## src/rtl/sim_ctrl.sv

```systemverilog
// sim_ctrl: simulation controller sitting between the bench clock/reset and
// the CPU core. Stretches the external reset into core_rst, snoops the
// core's data-store bus for the riscv-tests tohost write and reports
// pass / fail(test number) / watchdog timeout with cycle and instret counts.
//
// Optional feature macro: SIM_CTRL_PERF_EN
//   defined   -> instret_cnt counts retirements while running
//   undefined -> instret_cnt is tied to zero and retire_valid is unused
module sim_ctrl #(
    parameter int                ADDR_W         = 32,
    parameter int                DATA_W         = 32,
    parameter int                CNT_W          = 32,
    parameter logic [ADDR_W-1:0] TOHOST_ADDR    = 32'h8000_1000,
    parameter int                RST_CYCLES     = 10,
    parameter int                TIMEOUT_CYCLES = 100,
    parameter int                HALT_ON_DONE   = 1
) (
    input  logic              clk,
    input  logic              rst,
    output logic              core_rst,
    input  logic              store_valid,
    input  logic [ADDR_W-1:0] store_addr,
    input  logic [DATA_W-1:0] store_data,
    input  logic              retire_valid,
    output logic              done,
    output logic              pass,
    output logic [DATA_W-1:0] fail_code,
    output logic              timeout,
    output logic [CNT_W-1:0]  cycle_cnt,
    output logic [CNT_W-1:0]  instret_cnt
);

    // Reset-stretch counter only needs to hold RST_CYCLES (which is >= 1).
    localparam int                RC_W     = $clog2(RST_CYCLES + 1);
    localparam logic [RC_W-1:0]   RC_LOAD  = RC_W'(RST_CYCLES);
    localparam logic [CNT_W-1:0]  CNT_MAX  = {CNT_W{1'b1}};
    localparam logic [CNT_W-1:0]  TO_LIMIT = CNT_W'(TIMEOUT_CYCLES - 1);
    localparam logic              WD_EN    = (TIMEOUT_CYCLES != 0) ? 1'b1 : 1'b0;
    localparam logic              HALT_S   = (HALT_ON_DONE != 0) ? 1'b1 : 1'b0;
    localparam logic [DATA_W-1:0] DATA_ONE = {{(DATA_W-1){1'b0}}, 1'b1};

    typedef enum logic [2:0] {
        ST_RESET   = 3'd0,
        ST_RUN     = 3'd1,
        ST_PASS    = 3'd2,
        ST_FAIL    = 3'd3,
        ST_TIMEOUT = 3'd4
    } state_t;

    state_t            state_r,     state_nx_s;
    logic [RC_W-1:0]   rst_cnt_r,   rst_cnt_nx_s;
    logic [CNT_W-1:0]  cycle_r,     cycle_nx_s;
    logic              core_rst_r,  core_rst_nx_s;
    logic              done_r,      done_nx_s;
    logic              pass_r,      pass_nx_s;
    logic [DATA_W-1:0] fail_code_r, fail_code_nx_s;
    logic              timeout_r,   timeout_nx_s;

    logic              tohost_hit_s;
    logic [CNT_W-1:0]  cycle_inc_s;

    assign tohost_hit_s = store_valid && (store_addr == TOHOST_ADDR);
    assign cycle_inc_s  = (cycle_r == CNT_MAX) ? cycle_r : (cycle_r + CNT_W'(1));

    // Next-state and next-output decode; terminal states simply hold.
    always_comb begin
        state_nx_s     = state_r;
        rst_cnt_nx_s   = rst_cnt_r;
        cycle_nx_s     = cycle_r;
        core_rst_nx_s  = core_rst_r;
        done_nx_s      = done_r;
        pass_nx_s      = pass_r;
        fail_code_nx_s = fail_code_r;
        timeout_nx_s   = timeout_r;
        case (state_r)
            ST_RESET: begin
                if (rst_cnt_r <= RC_W'(1)) begin
                    state_nx_s    = ST_RUN;
                    rst_cnt_nx_s  = {RC_W{1'b0}};
                    core_rst_nx_s = 1'b0;
                end else begin
                    rst_cnt_nx_s  = rst_cnt_r - RC_W'(1);
                end
            end
            ST_RUN: begin
                // The cycle that sees the terminal event is still counted.
                cycle_nx_s = cycle_inc_s;
                if (tohost_hit_s && (store_data == DATA_ONE)) begin
                    state_nx_s    = ST_PASS;
                    done_nx_s     = 1'b1;
                    pass_nx_s     = 1'b1;
                    core_rst_nx_s = HALT_S;
                end else if (tohost_hit_s && store_data[0]) begin
                    state_nx_s     = ST_FAIL;
                    done_nx_s      = 1'b1;
                    fail_code_nx_s = {1'b0, store_data[DATA_W-1:1]};
                    core_rst_nx_s  = HALT_S;
                end else if (WD_EN && (cycle_r == TO_LIMIT)) begin
                    state_nx_s    = ST_TIMEOUT;
                    done_nx_s     = 1'b1;
                    timeout_nx_s  = 1'b1;
                    core_rst_nx_s = HALT_S;
                end else begin
                    state_nx_s    = ST_RUN;
                end
            end
            ST_PASS, ST_FAIL, ST_TIMEOUT: begin
                state_nx_s = state_r;
            end
            default: begin
                state_nx_s     = ST_RESET;
                rst_cnt_nx_s   = RC_LOAD;
                cycle_nx_s     = {CNT_W{1'b0}};
                core_rst_nx_s  = 1'b1;
                done_nx_s      = 1'b0;
                pass_nx_s      = 1'b0;
                fail_code_nx_s = {DATA_W{1'b0}};
                timeout_nx_s   = 1'b0;
            end
        endcase
    end

    // State and registered outputs; rst overrides everything on the next edge.
    always_ff @(posedge clk) begin
        if (rst) begin
            state_r     <= ST_RESET;
            rst_cnt_r   <= RC_LOAD;
            cycle_r     <= {CNT_W{1'b0}};
            core_rst_r  <= 1'b1;
            done_r      <= 1'b0;
            pass_r      <= 1'b0;
            fail_code_r <= {DATA_W{1'b0}};
            timeout_r   <= 1'b0;
        end else begin
            state_r     <= state_nx_s;
            rst_cnt_r   <= rst_cnt_nx_s;
            cycle_r     <= cycle_nx_s;
            core_rst_r  <= core_rst_nx_s;
            done_r      <= done_nx_s;
            pass_r      <= pass_nx_s;
            fail_code_r <= fail_code_nx_s;
            timeout_r   <= timeout_nx_s;
        end
    end

    assign core_rst  = core_rst_r;
    assign done      = done_r;
    assign pass      = pass_r;
    assign fail_code = fail_code_r;
    assign timeout   = timeout_r;
    assign cycle_cnt = cycle_r;

`ifdef SIM_CTRL_PERF_EN
    logic [CNT_W-1:0] instret_r;

    // Retired-instruction counter: counts only while running, saturating.
    always_ff @(posedge clk) begin
        if (rst) begin
            instret_r <= {CNT_W{1'b0}};
        end else if ((state_r == ST_RUN) && retire_valid && (instret_r != CNT_MAX)) begin
            instret_r <= instret_r + CNT_W'(1);
        end else begin
            instret_r <= instret_r;
        end
    end

    assign instret_cnt = instret_r;
`else
    logic unused_retire_s;
    assign unused_retire_s = retire_valid;
    assign instret_cnt     = {CNT_W{1'b0}};
`endif

endmodule

```

## config.mk

```make
export PLATFORM = sky130hd
export DESIGN_NAME = sim_ctrl
export DESIGN_NICKNAME = d
export VERILOG_FILES = /design/src/rtl/sim_ctrl.sv
export SDC_FILE = /design/constraint.sdc
export NUM_CORES = 1
export LEC_CHECK = 0
export ABC_AREA = 1
export CAP_MARGIN = 20
export CORE_MARGIN = 3
export CORE_UTILIZATION = 30
export DETAILED_ROUTE_END_ITERATION = 10
export GPL_TIMING_DRIVEN = 0
export HOLD_SLACK_MARGIN = 0.12
export PLACE_DENSITY = 0.67
export RECOVER_POWER = 25
export REMOVE_ABC_BUFFERS = 1
export SYNTH_ARGS = -nofsm -noshare
export SYNTH_HDL_FRONTEND = slang
export SYNTH_SLANG_ARGS = --single-unit
```

## constraint.sdc

```tcl
create_clock -name clk -period 1.6 [get_ports clk]
set_input_delay 0.16 -clock clk [delete_from_list [all_inputs] [get_ports clk]]
set_output_delay 0.16 -clock clk [all_outputs]
set_load 0.02 [all_outputs]
```

# == Yosys cells after proc, flatten, opt, wreduce, memory -nomap -nowiden ==
# Index checks and enable logic that the tools add are counted.
# W data, S select, Z words.
# totals
register_bits,75
latchBits,0
ram_bits,0
romBits,0
inputBits,68
output_inout_bits,100
mem_count,0
# classes
addsub,2
n_mul,0
div,0
n_lt_le_gt_ge,1
n_eq_ne,16
shifts,0
n_mux,23
bitwise_logic,2
reduce_logical,14
# op_table
operator,count
$pmux W32 S2,2
$mux W32,3
$eq A32 B32 Y1 const B,2
$add A32 B1 Y32 const B,1
$eq A32 B1 Y1 const B,1
$eq A32 B7 Y1 const B,1
$ne A2 B2 Y1 const B,7
$mux W3,4
$pmux W3 S3,1
$pmux W4 S2,1
$reduce_and A2 Y1,4
$reduce_or A4 Y1,2
$mux W1,7
$eq A3 B2 Y1 const B,2
$pmux W1 S2,3
$reduce_and A3 Y1,2
$le A4 B1 Y1 const B,1
$mux W4,1
$ne A4 B4 Y1 const B,1
$reduce_and A4 Y1,1
$sub A4 B1 Y4 const B,1
$eq A3 B1 Y1 const B,1
$eq A3 B3 Y1 const B,1
$logic_and A1 B1 Y1,3
4 further kinds,5

# == Depth between registers and ports, before layout ==
# depth
depth_word,6
mapped_depth,14

# == Worst setup path before layout ==
# Ideal clock, no wire load.
# synth_timing
path_type,register to register
startpoint,register cycle_r[0] (netlist: cycle_cnt[0])
endpoint,register cycle_r[27] (netlist: cycle_cnt[27])
t_arrival_ns,1.770
t_required_ns,1.472
slack_ns,-0.298
stages_incl_launch_ff,12
period_less_slack_ns,1.898
path_cell_list,dfxtp_1 -> ha_1 -> nand2_1 -> nor2_1 -> nand2_1 -> nor2_4 -> nand3_4 -> nand2_4 -> buf_2 -> nor2_1 -> nor2_1 -> nor2_1
# synth_via
elab_chain_cells,3
# synth_rtl
element,line_no,text
from (decl),52,"logic [CNT_W-1:0] cycle_r, cycle_nx_s;"
from (signal assigned),128,cycle_r <= {CNT_W{1'b0}};
from (signal assigned),137,cycle_r <= cycle_nx_s;
$add A32 B1 Y32 / $eq A32 B32 Y1 (equally long branches),63,assign cycle_inc_s = (cycle_r == CNT_MAX) ? cycle_r : (cycle_r + CNT_W'(1));
$mux W32 / $ne A2 B2 Y1 (equally long branches),--,
$pmux W32 S2 / $reduce_and A2 Y1 (equally long branches),--,
# Several ways; a longest one is shown, not always the timed one. The select of a mux whose other input is x is not followed.
# A chain may end at the register's enable or synchronous reset.

# == Final worst setup path ==
# layout_timing
startpoint,register cycle_r[22] (netlist: cycle_cnt[22])
endpoint,register cycle_r[5] (netlist: cycle_cnt[5])
# layout_via
elab_chain_cells,3
# layout_rtl
element,line_no
$eq A32 B32 Y1,63
$ne A2 B2 Y1 (no line),--
$reduce_and A2 Y1 (no line),--
# No other way between the ends.

==> results.yml <==
status:
  status: "complete, but fails checks"
  violations: "setup timing"
setup_path:
  critPathBufInv: 2
  cp_slowest_stage_delay_ns: 0.39
  cp_data_arrival_time_ns: 1.88
  critPathSlowestCell: "dfxtp_4"
  r2r_start: "cycle_cnt[22]$_SDFFE_PP0P_"
  required_ns: 1.83
  r2r_slack_ns: -0.06
  startpoint_type: "flop"
  r2r-end: "cycle_cnt[5]$_SDFFE_PP0P_"
  path_cells: "nand2_4, inv_4, nand2_4, nor2_4, nand2_2, nor2_4, nand3_4, nand2_8, clkbuf_16, o21ai_2, o21ai_1, nor2_1"
  ff2ff_path_depth: 12
  end_kind: "flop"
  crit_fanout: 6
  critPathLaunch: "cycle_cnt[22]$_SDFFE_PP0P_"
  critical_path.top_delay_family: "simple AND/OR/NAND/NOR gates"
  crit_type: "flop to flop"
detailed_routing:
  wl_met3_mm: 1.246
  drt-total-wl_mm: 17.04
  dr.pass1.iters: 5
  met1_length_mm: 6.931
  via_count: 5621
  drt_iter0_markers: 442
  wl_per_cell_um: 14.42
  viasPerCell: 4.755
  ant_nets: 0
  wl_met2_mm: 8.338
  top_layer: "met4"
  drc_errors: 0
global_route:
  grt_overflow: 0
  grt_max_degree: 28
  antenna_found_initial: 3
  grt_pass1_wl_mm: 25.64
  track_usage: 0.1815
  grt_pass1_vias: 5029
worst_hold_path:
  whs_path_depth: 5
  hp-class: "input port to flop"
  holdPathEnd: "fail_code[3]$_SDFFE_PP0P_"
  min-delay-start: "store_data[4]"
synthesis:
  ys_top_cells_by_count: "nand2_1, nor2_1, inv_1"
  yosys.area.top_type: "dfxtp_1"
  synthFlopType: "dfxtp_1"
  ys_seq_area_frac: 0.3125
  syn_inst: 784
  ys_top_cells_by_area: "dfxtp_1, nand2_1, nor2_1"
  synth_edf_count: 0
  synth_most_common_cell: "nand2_1"
  syn_avg_cell_area_sq_um: 6.047
  synthArstFlopShare: 0
  mappedNetlistArea_sq_mm: 0.004741
  yosysWarnings: 0
  yosysTopAreaCellShare: 0.3125
  ys_ff_latch: 74
  yosysUniqueCellTypes: 39
floorplan:
  die_x_um: 131.7
  boundaryPins: 168
  start_util: 0.3096
  die_area_sq_mm: 0.01735
  core_sq_mm: 0.01531
  fp.dieH_um: 131.7
  fp-row-count: 45
timing:
  finalHoldViolCount: 0
  worst_slew_pin_slew_ns: 0.7770
  min_period_ns: 1.659
  max_clock_freq_mhz: 602.7
  setup-tns-final_ns: -0.1667
  fin_ws_ns: -0.05918
  finalMaxSlewViolations: 0
  setup_viol: 8
  rsz0062_at_grt: "yes"
  slew_headroom: 0.4820
  finClkSkew_ns: 0.006973
  period_share: 1.037
placement:
  io_buffers: 133
  place_congestion: 0.8697
  post-place-ws_ns: -1.651
  post-dp-hpwl_mm: 10.58
run:
  cap_violations: 0
pwr:
  p_leak_nw: 3.416
  seqPwrFrac: 0.346
  switching_share: 0.3478
  internal_power_mw: 3.926
  switching_power_mw: 2.093
  combPwrFrac: 0.327
  peakVddDrop_uv: 608.5
  clkPwrFrac: 0.327
  p_per_area_mw_per_mm2: 791.4
cells_and_area:
  area_growth_pct: 60.44
  fin_util: 0.4967
  fin_nets: 1034
  layout-drive-gt1-share: 0.2366
clock_network:
  cts_sinks: 74
  clockRootBuffer: "clkbuf_16"
  clk_pin_slew_ns: 0.06
  h-tree-depth: 3
  cts_buffer_depth: 2
  clk_latency_ns: 0.34
  cts_tree: "yes"
  numCtsBuffers: 9
timing repair:
action,in CTS,in global routing
gates cloned,10,1
pin swaps,46,85
setup buffers,32,18
hold endpoints to repair,0,0
setup endpoints to repair,75,72
hold buffers,0,0
resized for setup,130,154
cell type report:
class                           instances  area, sq um
Inverter                              114        467.9
Multi-Input combinational cell        575         3128
Sequential cell                        74         1554
Timing Repair inverter                  5        36.28
Timing Repair Buffer                  184         1864
Fill cell                            1485         7709
Antenna cell                            3        7.507
Clock buffer                           14        274.0
Clock inverter                          2        10.01
Tap cell                              211        264.0
tightest hold or removal path, cell delays in order:
cell and delay (ns):
dlymetal6s2s_1 0.10, nand2_1 0.06, nand3_1 0.07, nand2_1 0.05, nor2_1 0.07
sequential cells by signal, summed over array words and instances (netlist names):
signal     cells
cycle_cnt     32
fail_code     31
rst_cnt_r      4
state_r        3
core_rst       1
done           1
pass           1
timeout        1
how the worst max path moves through the flow:
| stage | end | slack [ns] | depth (start not counted) |
|---|---|---|---|
| 3_5_place_dp | fail_code[24]$_SDFFE_PP0P_ | -1.65 | 7 |
| 4_1_cts | cycle_cnt[29]$_SDFFE_PP0P_ | -0.005 | 11 |
| 5_1_grt | cycle_cnt[5]$_SDFFE_PP0P_ | -0.14 | 10 |
| 2_1_floorplan | fail_code[0]$_SDFFE_PP0P_ | -0.60 | 8 |
| 6_report | cycle_cnt[5]$_SDFFE_PP0P_ | -0.06 | 12 |
| 3_3_place_gp | fail_code[23]$_SDFFE_PP0P_ | -1.63 | 7 |
placed cells by master, fill, tap and decap left out, types with 3 or more instances in the layout:
| cell | n |
|---|---|
| nand3_4 | 8 |
| a21oi_2 | 7 |
| clkinvlp_4 | 6 |
| buf_12 | 4 |
| a21oi_1 | 22 |
| nor3_2 | 5 |
| buf_4 | 44 |
| o21ai_2 | 6 |
| nor2_1 | 122 |
| dfxtp_1 | 42 |
| o21ai_1 | 10 |
| nand3_2 | 11 |
| nor2_4 | 16 |
| inv_1 | 97 |
| xor2_1 | 3 |
| nand2_4 | 6 |
| nor2_2 | 15 |
| clkdlybuf4s50_1 | 64 |
| dfxtp_2 | 19 |
| nand2_2 | 19 |
| conb_1 | 33 |
| clkbuf_1 | 4 |
| nand2_1 | 174 |
| diode_2 | 3 |
| clkbuf_16 | 10 |
| nand3_1 | 46 |
| o21ai_0 | 10 |
| inv_2 | 9 |
| clkdlybuf4s15_1 | 12 |
| nand2_8 | 4 |
| dlygate4sd2_1 | 12 |
| inv_4 | 4 |
| dlymetal6s2s_1 | 41 |
| dfxtp_4 | 13 |
| nor3_4 | 4 |
| clkbuf_8 | 3 |
| nor3_1 | 11 |
| nand4_1 | 28 |
power groups by stage:
stage	logic, mW	clock network (mW)	registers (mW)
after global placement	1.53	0	2.13
after detailed placement	1.54	0	2.13
after floorplan	0.790	0	2.25
after CTS	1.84	1.98	2.09
final	1.97	1.97	2.08
after global routing	2.13	2.07	2.10
per-layer routing:
layer,global-route usage,vias to the layer above
met1,0.2240,2555
li1,-,2759
met4,0.06709,0
met5,0,-
met3,0.03599,44
met2,0.3135,263
through the flow:
step                      total power [mW]  hold slack (ns)  area (sq um)  cells
after floorplan                      3.043           0.2291          4488    758
after global placement               3.660           0.4431          6083   1102
after detailed placement             3.676           0.4410          6083   1102
after CTS                            5.918           0.3378          7038   1160
after global routing                 6.299           0.2257          7606   1182
final                                6.019           0.2040          7606   1182
cells by family after synthesis:
| group | after synthesis | synth area share |
|---|---|---|
| and+or+nand+nor | 472 | 0.4371 |
| buffers and inverters | 172 | 0.1694 |
| DFF | 74 | 0.3125 |
| AOI/OAI and AO/OA | 59 | 0.06677 |
| xor gates and xnor gates | 3 | 0.005543 |
| adders and majority gates | 3 | 0.007919 |
| other | 1 | 0.0007910 |
Power figures use the tool's default switching activity.
